File: src/rtl/mul_seq_param.sv
// Parametrised sequential shift-add multiplier (unsigned/signed per request) using an external adder.
// Optional build macro MUL_EARLY_EXIT_EN: finish RUN early once the remaining multiplier bits are zero.
module mul_seq_param #(
    parameter int WIDTH = 8
) (
    input  logic               clk,
    input  logic               rst,
    input  logic [WIDTH-1:0]   a_i,
    input  logic [WIDTH-1:0]   b_i,
    input  logic               signed_i,
    input  logic               start,
    output logic [2*WIDTH-1:0] result,
    output logic               busy,
    output logic               done,
    output logic [2*WIDTH-1:0] sum_in_a,
    output logic [2*WIDTH-1:0] sum_in_b,
    input  logic [2*WIDTH-1:0] sum_out
);

    localparam int PW = 2 * WIDTH;
    localparam int CW = $clog2(WIDTH);
    localparam logic [WIDTH-1:0] ONE_W = WIDTH'(1);
    localparam logic [PW-1:0]    ONE_P = PW'(1);

    typedef enum logic [1:0] {IDLE, RUN, FIX} state_t;

    state_t          state;
    state_t          state_next;
    logic [PW-1:0]   a_reg;
    logic [WIDTH-1:0] b_reg;
    logic [PW-1:0]   acc;
    logic [CW-1:0]   cnt;
    logic            neg;
    logic [WIDTH-1:0] a_abs;
    logic [WIDTH-1:0] b_abs;
    logic            last_iter;

    // Magnitudes for operand load; -2^(WIDTH-1) negates to itself, which reads correctly as unsigned.
    always_comb begin
        a_abs = (signed_i && a_i[WIDTH-1]) ? (~a_i + ONE_W) : a_i;
        b_abs = (signed_i && b_i[WIDTH-1]) ? (~b_i + ONE_W) : b_i;
    end

`ifdef MUL_EARLY_EXIT_EN
    assign last_iter = (cnt == CW'(WIDTH - 1)) || (b_reg == '0);
`else
    assign last_iter = (cnt == CW'(WIDTH - 1));
`endif

    always_ff @(posedge clk) begin
        if (rst) state <= IDLE;
        else     state <= state_next;
    end

    always_comb begin
        state_next = state;
        sum_in_a   = '0;
        sum_in_b   = '0;
        case (state)
            IDLE: begin
                if (start) state_next = RUN;
            end
            RUN: begin
                if (b_reg[0]) begin
                    sum_in_a = acc;
                    sum_in_b = a_reg;
                end
                if (last_iter) state_next = FIX;
            end
            FIX: begin
                if (neg) begin
                    sum_in_a = ~acc;
                    sum_in_b = ONE_P;
                end
                state_next = IDLE;
            end
            default: state_next = IDLE;
        endcase
    end

    always_ff @(posedge clk) begin
        if (rst) begin
            a_reg  <= '0;
            b_reg  <= '0;
            acc    <= '0;
            cnt    <= '0;
            neg    <= 1'b0;
            result <= '0;
            busy   <= 1'b0;
            done   <= 1'b0;
        end else begin
            done <= 1'b0;
            case (state)
                IDLE: begin
                    if (start) begin
                        a_reg <= {{WIDTH{1'b0}}, a_abs};
                        b_reg <= b_abs;
                        acc   <= '0;
                        cnt   <= '0;
                        neg   <= signed_i & (a_i[WIDTH-1] ^ b_i[WIDTH-1]);
                        busy  <= 1'b1;
                    end
                end
                RUN: begin
                    if (b_reg[0]) acc <= sum_out;
                    a_reg <= a_reg << 1;
                    b_reg <= b_reg >> 1;
                    cnt   <= cnt + CW'(1);
                end
                FIX: begin
                    result <= neg ? sum_out : acc;
                    busy   <= 1'b0;
                    done   <= 1'b1;
                end
                default: ;
            endcase
        end
    end

endmodule

File: config.mk
export PLATFORM = sky130hd
export DESIGN_NAME = mul_seq_param
export DESIGN_NICKNAME = d
export VERILOG_FILES = /design/src/rtl/mul_seq_param.sv
export SDC_FILE = /design/constraint.sdc
export NUM_CORES = 1
export LEC_CHECK = 0
export CORE_MARGIN = 2
export CORE_UTILIZATION = 45
export CTS_CLUSTER_DIAMETER = 150
export DETAILED_ROUTE_END_ITERATION = 8
export PLACE_DENSITY_LB_ADDON = 0.2
export SLEW_MARGIN = 30
export SYNTH_ARGS = -nofsm -noshare
export SYNTH_HDL_FRONTEND = slang
export SYNTH_SLANG_ARGS = --single-unit
File: constraint.sdc
create_clock -name clk -period 1.7 [get_ports clk]
set_input_delay 0.34 -clock clk [delete_from_list [all_inputs] [get_ports clk]]
set_output_delay 0.34 -clock clk [all_outputs]
set_load 0.01 [all_outputs]
* Word-level counts from Yosys, hierarchy flattened
Index checks and enable logic that the tools add are counted.
** Word-level totals
- Output and inout bits :: 50
- Input bits :: 36
- Flip-flop bits (word level) :: 64
- Word-level logic and storage cells :: 57
** Operators by class
- Add/subtract/negate cells :: 3
- Bitwise gates (word level) :: 5
- Equality and inequality tests :: 6
- Mux-type cells :: 24
- Reductions and logical operators :: 10
** Operator list (number)
- $pmux W16 S2 :: 4
- $mux W16 :: 7
- $mux W8 :: 3
- $add A8 B1 Y8 const B :: 2
- $not A16 Y16 :: 1
- $not A8 Y8 :: 2
- $pmux W8 S2 :: 1
- $reduce_and A2 Y1 :: 4
- $ne A2 B2 Y1 const B :: 3
- $pmux W3 S2 :: 1
- $mux W2 :: 2
- $pmux W2 S2 :: 1
- $reduce_bool A2 Y1 :: 2
- $add A3 B1 Y3 const B :: 1
- $eq A3 B3 Y1 const B :: 1
- $mux W1 :: 3
- $mux W3 :: 1
- $reduce_and A3 Y1 :: 1
- $eq A2 B1 Y1 const B :: 1
- $eq A2 B2 Y1 const B :: 1
- $logic_and A1 B1 Y1 :: 2
- $logic_not A2 Y1 :: 1
- $pmux W1 S2 :: 1
- $and A1 B1 Y1 :: 1
- $xor A1 B1 Y1 :: 1

* Longest topological paths before layout
Gate-level depths: netlist of the first run.
- Depth in word-level cells :: 5
- Gate-level depth with buffers :: 9
- Mapped depth without buffers :: 6

* Worst setup path after synthesis of the first run
Ideal clock, no wire load.
- Kind :: flip-flop to output port
- Start :: reg state[1]
- End :: out sum_in_b[0]
- Arrival :: 1.391 ns
- Stages on the path, launching flop included :: 8
- Buffers on the path :: 2
- Setup slack :: -0.031 ns
- Data required time :: 1.360 ns
- Cell sequence :: dfxtp_1 inv_1 ha_1 and2_0 buf_2 clkbuf_1 nand2_1 a21boi_0
** Between the ends
- Longest elaborated chain between the ends :: 2
- Elaborated cells on any way between the ends :: 3
- Those cells by class :: 2 x eq/ne; 1 x mux
** Ends and longest elaborated chain
- start, declared :: line 27 : state_t state;
- start signal, assigned :: line 52 : else state <= state_next;
- $eq A2 B2 Y1 or $eq A2 B1 Y1 (tied branches) :: line 59 : case (state)
- $pmux W16 S2 * :: line 59
- end, declared :: line 16 : output logic [2*WIDTH-1:0] sum_in_b,
Mark *: on every way between the ends. The rest lies on a longest branch, timed or not.

* Worst setup path in the final report of the first run
- Start :: reg state[1]
- End :: out sum_in_a[5]
** Between the ends
- Longest elaborated chain between the ends :: 2
- Elaborated cells on any way between the ends :: 3
- Those cells by class :: 2 x eq/ne; 1 x mux
** Ends and longest elaborated chain
- $eq A2 B2 Y1 or $eq A2 B1 Y1 (tied branches) :: line 59
- $pmux W16 S2 * :: line 59
- end, declared :: line 15 : output logic [2*WIDTH-1:0] sum_in_a,
Marks and branches as above.

==> summary.md, run 1 <==
| Metric | Value |
|---|---|
| Worst R2R Setup Slack | `-0.22 ns` |
| Post-synthesis net count | `454` |
| Skew-Pair Late Insertion Delay | `0.36 ns` |
| Final setup viols | `71` |
| Hold slack final | `0.3790 ns` |
| Port buffer count | `85` |
| Drt wl/cell | `17.34 µm` |
| Avg Synthesized Cell Area | `8.515 µm²` |
| Clock transition at path regs | `0.08 ns` |
| Max-cap viol count | `0` |
| EDFF count, synth | `0` |
| Clock skew | `0.01177 ns` |
| Boundary pin count | `86` |
| Share of the yosys chip area belonging to registers | `0.3661` |
| Synth async-reset ratio | `0` |
| Critical path class | `flip-flop to output pin` |
| Vias in the first global route | `3,498` |
| Final wirelength | `11,320 µm` |
| Max Root-Sink Buffers | `2` |
| Area grow syn2layout | `59.49%` |
| Detailed-route via count | `3,669` |
| CP endpoint kind | `output pin` |
| Global route overflow | `0` |
| Max Clock Freq | `480.7 MHz` |
| Clk sink count | `64` |
| Core area | `0.007647 mm²` |
| Routed vias/inst | `5.619` |
| Pin count of the biggest net entering global routing | `35` |
| Top cell type by total area after synthesis | `dfxtp_1` |
| Syn Inst Count | `411` |
| Ys Warns | `0` |
| Crit path DAT | `1.74 ns` |
| Antenna-violating nets left | `0` |
| Post-DP HPWL | `6539 µm` |
| VDD IR-drop max | `540.9 µV` |
| Slew Limit Fails | `0` |
| Pre-antenna DRT Iters | `5` |
| Synth area leaders | `dfxtp_1, nor2_1, mux2i_1` |
| Fin cells | `653` |
| DRC | `0` |
| Post-Syn Area | `0.003500 mm²` |
| Final Cycle Share | `1.224` |
| Max H-tree Level | `3` |
| Initial antenna violation count | `0` |
| Fillers | `561` |
| Minimum clock period | `2.080 ns` |
| Unrepaired setup endpoints after global routing | `true` |
| Final Worst Setup Slack | `-0.3803 ns` |
| Worst Path Max Fanout | `8` |
| Placement Setup Slack | `-0.3930 ns` |
| Hold WC Path Type | `primary input to flip-flop` |
| CTS Buf Count | `9` |
| Die height | `92.19 µm` |
| Share of cells above drive strength 1 | `0.3775` |
| Clock root cell | `clkbuf_8` |
| Hold Violations, Final | `0` |
| First DRT Iteration DRCs | `231` |
| Top-count cell post-synth | `dfxtp_1` |
| Post-synth top area share | `0.3661` |
| Commonest cells in the netlist | `dfxtp_1, nor2_1, nand2_1` |
| Startpoint Class | `flip-flop` |
| Worst Path Required | `1.36 ns` |
| First-pass GRT wire length | `16,680 µm` |
| GRT Overall Usage | `0.2460` |
| Lkg Pwr | `2.194 nW` |
| Placed cells | `618` |
| Routability cong. | `0.7972` |
| Worst-Margin Slew | `0.4972 ns` |
| Std cell rows | `32` |
| Failing checks | `negative setup slack` |
| Number of synthesized register bits | `64` |
| Initial core utilization | `0.4576` |
| CTS tree | `yes` |
| Status | `finished with violations` |
| Slew margin rel. | `0.6682` |
| Cell variety after synth | `46` |
| Ant diodes | `0` |
| Hold-fix buffers at CTS | `0` |
| Die area | `0.008498 mm²` |
| Ys flop type | `dfxtp_1` |
| Die X | `92.19 µm` |
| Power density over the cells | `768.3 mW/mm²` |
| # nets final | `589` |
[layout make-up]
class                   instances  area [µm²]  share of cell area
clock buffers                  11       141.4             0.02533
well taps                     102       127.6             0.02286
flip-flops and latches         64        1286              0.2304
clock inverters                 5       103.9             0.01861
inverters                      12       47.55            0.008518
multi-input cells             301        2347              0.4205
repair buffers                158        1528              0.2737
[metal layers]
layer	GRT usage	wire length, µm	up-vias
li1	-	-	1756
met1	0.3031	4670	1738
met2	0.4173	5757	154
met3	0.03862	679	21
met4	0.1206	214	0
met5	0	0	-
[cells in the final DEF, fill, tap and decap left out, types with 5 or more instances in the layout]
cell             count
mux2_2              11
clkbuf_8            10
mux2i_1             19
buf_2               23
a22oi_1              5
and3_4              11
clkdlybuf4s50_1     52
o21ai_2              5
a211oi_1            20
nor2_1              54
nand2_1             16
buf_4               47
a222oi_1            12
and2_1              19
a21oi_1             12
xnor2_1              9
inv_1                9
dfxtp_1             62
buf_12               6
nand2_2             10
o21ai_1             16
a22oi_2             13
nand2b_1             5
o22ai_1              5
buf_6               23
[worst max-delay path, stage by stage, from the launching register on]
cell	delay, ns
dfxtp_2	0.33
inv_2	0.08
ha_4	0.14
and2_4	0.21
clkbuf_16	0.18
nand2_1	0.06
o21ai_1	0.07
and2_1	0.15
buf_2	0.15
[final timing paths]
kind	endpoint	depth (start not counted)	from
setup / recovery	sum_in_a[5]	8	state[1]
hold / removal	a_reg[8]	2	rst
setup reg to reg	acc[15]	11	state[1]
hold reg to reg	b_reg[1]	2	b_reg[1]
[metrics by stage]
step / power (mW) / util / area [µm²] / setup TNS [ns]
2_1_floorplan: 2.010 / - / 3501 / 0
3_3_place_gp: 2.337 / 0.6257 / 4785 / -17.63
3_5_place_dp: 2.347 / 0.6257 / 4785 / -18.03
4_1_cts: 4.100 / 0.6805 / 5204 / -8.042
5_1_grt: 4.432 / 0.7299 / 5582 / -17.22
6_report: 4.288 / 0.7299 / 5582 / -12.96
[repair_timing]
item | 4_1_cts | 5_1_grt
gates cloned | 6 | 2
pin swaps | 5 | 37
resized for setup | 188 | 76
endpoints found under the setup margin | 62 | 71
hold endpoints to repair | 0 | 0
setup buffers | 6 | 5
[report_power, final]
group	internal (mW)	leakage, nW	switching [mW]
registers	1.56	0.520	0.0626
logic	0.527	1.55	0.490
clock network	1.02	0.124	0.637
total	3.10	2.19	1.19
[cell families after synthesis]
group           Yosys count  share of synthesized area
fa+ha+maj                 7                    0.02503
simple gates            139                     0.1959
buf+inv                  46                    0.05756
mux                      31                    0.09403
compound gates          113                     0.2338
xor+xnor                 11                    0.02753
flops                    64                     0.3661
Note: power is estimated with default switching activity, not from simulation.
==> inputs of run 2 (changes only) <==
Settings changed: CORE_ASPECT_RATIO set to 0.75.
==> run 2 against run 1 <==
  * The run still ends with negative setup slack left
  * First-iteration DRC count is 13% higher
  * Worst setup slack better by 0.11 ns
  * Largest power group is now sequential cells
  * Worst hold slack better by 0.10 ns
  * Clock power is 28% lower
  * Sequential power hardly changed
  * Non-clock buffer count is 2 lower
  * Via count is 0.65% higher
  * Core utilization is 0.16 points lower
  * Critical endpoint is now sum_in_b[0]
  * Combinational power is 8% lower
  * Maximum frequency is 5.7% higher
  * Critical path type unchanged
==> summary.md, run 2 (same netlist as run 1, synthesis figures left out) <==
| Metric | Value |
|---|---|
| Slew Limit Fails | `0` |
| Slew margin rel. | `0.6254` |
| # nets final | `587` |
| M1 GR Usage | `0.3393` |
| DRC | `0` |
| First DRT Iteration DRCs | `261` |
| Cell family with most CP delay | `buffers and inverters` |
| Hold slack final | `0.4804 ns` |
| Routability cong. | `0.8393` |
| Post-DP HPWL | `6846 µm` |
| Final Worst Setup Slack | `-0.2681 ns` |
| Worst Path Required | `1.36 ns` |
| Core area | `0.007432 mm²` |
| Hold WC Path Type | `flip-flop to flip-flop` |
| Share of cells above drive strength 1 | `0.3577` |
| Clock transition at path regs | `0.06 ns` |
| Clock skew | `0.007939 ns` |
| Failing checks | `negative setup slack` |
| Final wirelength | `10,930 µm` |
| Vias in the first global route | `3,473` |
| First-pass GRT wire length | `17,350 µm` |
| Unrepaired setup endpoints after global routing | `true` |
| Die height | `80.37 µm` |
| Crit path DAT | `1.63 ns` |
| Slowest cell on crit path | `dfxtp_2` |
| Initial antenna violation count | `0` |
| Startpoint Class | `flip-flop` |
| Boundary pin count | `86` |
| Power density over the cells | `690.3 mW/mm²` |
| Die X | `105.8 µm` |
| Clk sink count | `64` |
| Ant diodes | `0` |
| Max-cap viol count | `0` |
| VDD IR-drop max | `497.6 µV` |
| CTS tree | `yes` |
| Critical path class | `flip-flop to output pin` |
| Global route overflow | `0` |
| Die area | `0.008506 mm²` |
| Final setup viols | `35` |
| Initial core utilization | `0.4709` |
| Pre-antenna DRT Iters | `8` |
| Worst Path Max Fanout | `12` |
| GRT Max-Usage Layer | `met2` |
| Drt wl/cell | `16.85 µm` |
| Met2 Use GR | `0.4245` |
| Area grow syn2layout | `54.67%` |
| Hold Violations, Final | `0` |
| Final Cycle Share | `1.158` |
| Detailed-route via count | `3,693` |
| Port buffer count | `85` |
| Max Root-Sink Buffers | `2` |
| CP bufs+invs | `4` |
| Max Clock Freq | `508.1 MHz` |
| Most frequent cells in the layout | `dfxtp_1, nor2_1, clkdlybuf4s50_1` |
| Status | `finished with violations` |
| CP endpoint kind | `output pin` |
| Worst-path cell chain | `inv_2 -> buf_6 -> ha_4 -> buf_8 -> a21boi_2 -> buf_2` |
| Lkg Pwr | `2.160 nW` |
| Minimum clock period | `1.968 ns` |
| Most common cell after layout, fill and taps aside | `dfxtp_1` |
| CTS Buf Count | `9` |
| Skew-Pair Late Insertion Delay | `0.33 ns` |
| Worst-Margin Slew | `0.5619 ns` |
| Antenna-violating nets left | `0` |
| Pin count of the biggest net entering global routing | `35` |
| GRT Overall Usage | `0.2538` |
| Met3 Use GR | `0.05032` |
| Fillers | `572` |
| Crit-path max cell delay | `0.34 ns` |
| Routed vias/inst | `5.690` |
| Std cell rows | `27` |
| Clock root cell | `clkbuf_8` |
| Total power | `3.736 mW` |
| Max H-tree Level | `3` |
## run 2: worst reg2reg max path: stages, from the launching register on
cell,delay [ns]
dfxtp_2,0.34
inv_2,0.05
ha_4,0.15
buf_4,0.14
buf_6,0.12
buf_16,0.12
buf_6,0.12
o21ai_4,0.27
buf_6,0.16
nand2_1,0.06
a21oi_2,0.10
## run 2: layer usage
layer | routed length, µm | part of all wire
met2 | 5209 | 0.48
met4 | 117 | 0.011
met1 | 4963 | 0.45
met5 | 0 | 0
met3 | 642 | 0.059
## run 2: cell type report
cell class	instances	area, µm²	share of cell area
clock buffers	12	155.1	0.02866
flip-flops and latches	64	1284	0.2372
repair buffers	156	1533	0.2832
well taps	101	126.4	0.02335
multi-input cells	301	2248	0.4154
inverters	12	48.80	0.009015
clock inverters	3	17.52	0.003236
## run 2: power breakdown
part	switching, mW	total [mW]	internal (mW)	leakage (nW)
Clock	0.580	1.18	0.597	0.0882
Sequential	0.0605	1.62	1.56	0.520
Combinational	0.450	0.943	0.493	1.55
Total	1.09	3.74	2.65	2.16
## run 2: final timing paths
kind              cells past startpoint  slack [ns]           to     start
setup reg to reg                     10       -0.01     a_reg[1]  state[1]
hold reg to reg                       2        0.48     b_reg[2]  b_reg[2]
setup / recovery                      6       -0.27  sum_in_b[0]  state[1]
hold / removal                        2        0.48     b_reg[2]  b_reg[2]
## run 2: timing repair
action | 4_1_cts | 5_1_grt
pin swaps | 12 | 31
hold buffers | 0 | 0
setup endpoints to repair | 65 | 65
cloned | 3 | 2
hold endpoints to repair | 0 | 0
setup buffers | 14 | 5
resized for setup | 200 | 52
## run 2: through the flow
stage,setup TNS [ns],instances,util,cell area (µm²),setup slack (ns)
finish,-6.863,649,0.7283,5413,-0.2681
global route,-9.634,649,0.7283,5413,-0.3299
CTS,-6.549,642,0.6894,5124,-0.2439
detailed placement,-16.07,610,0.6315,4693,-0.4279
global placement,-13.55,610,0.6315,4693,-0.4033
floorplan,0,411,-,3501,0.01607
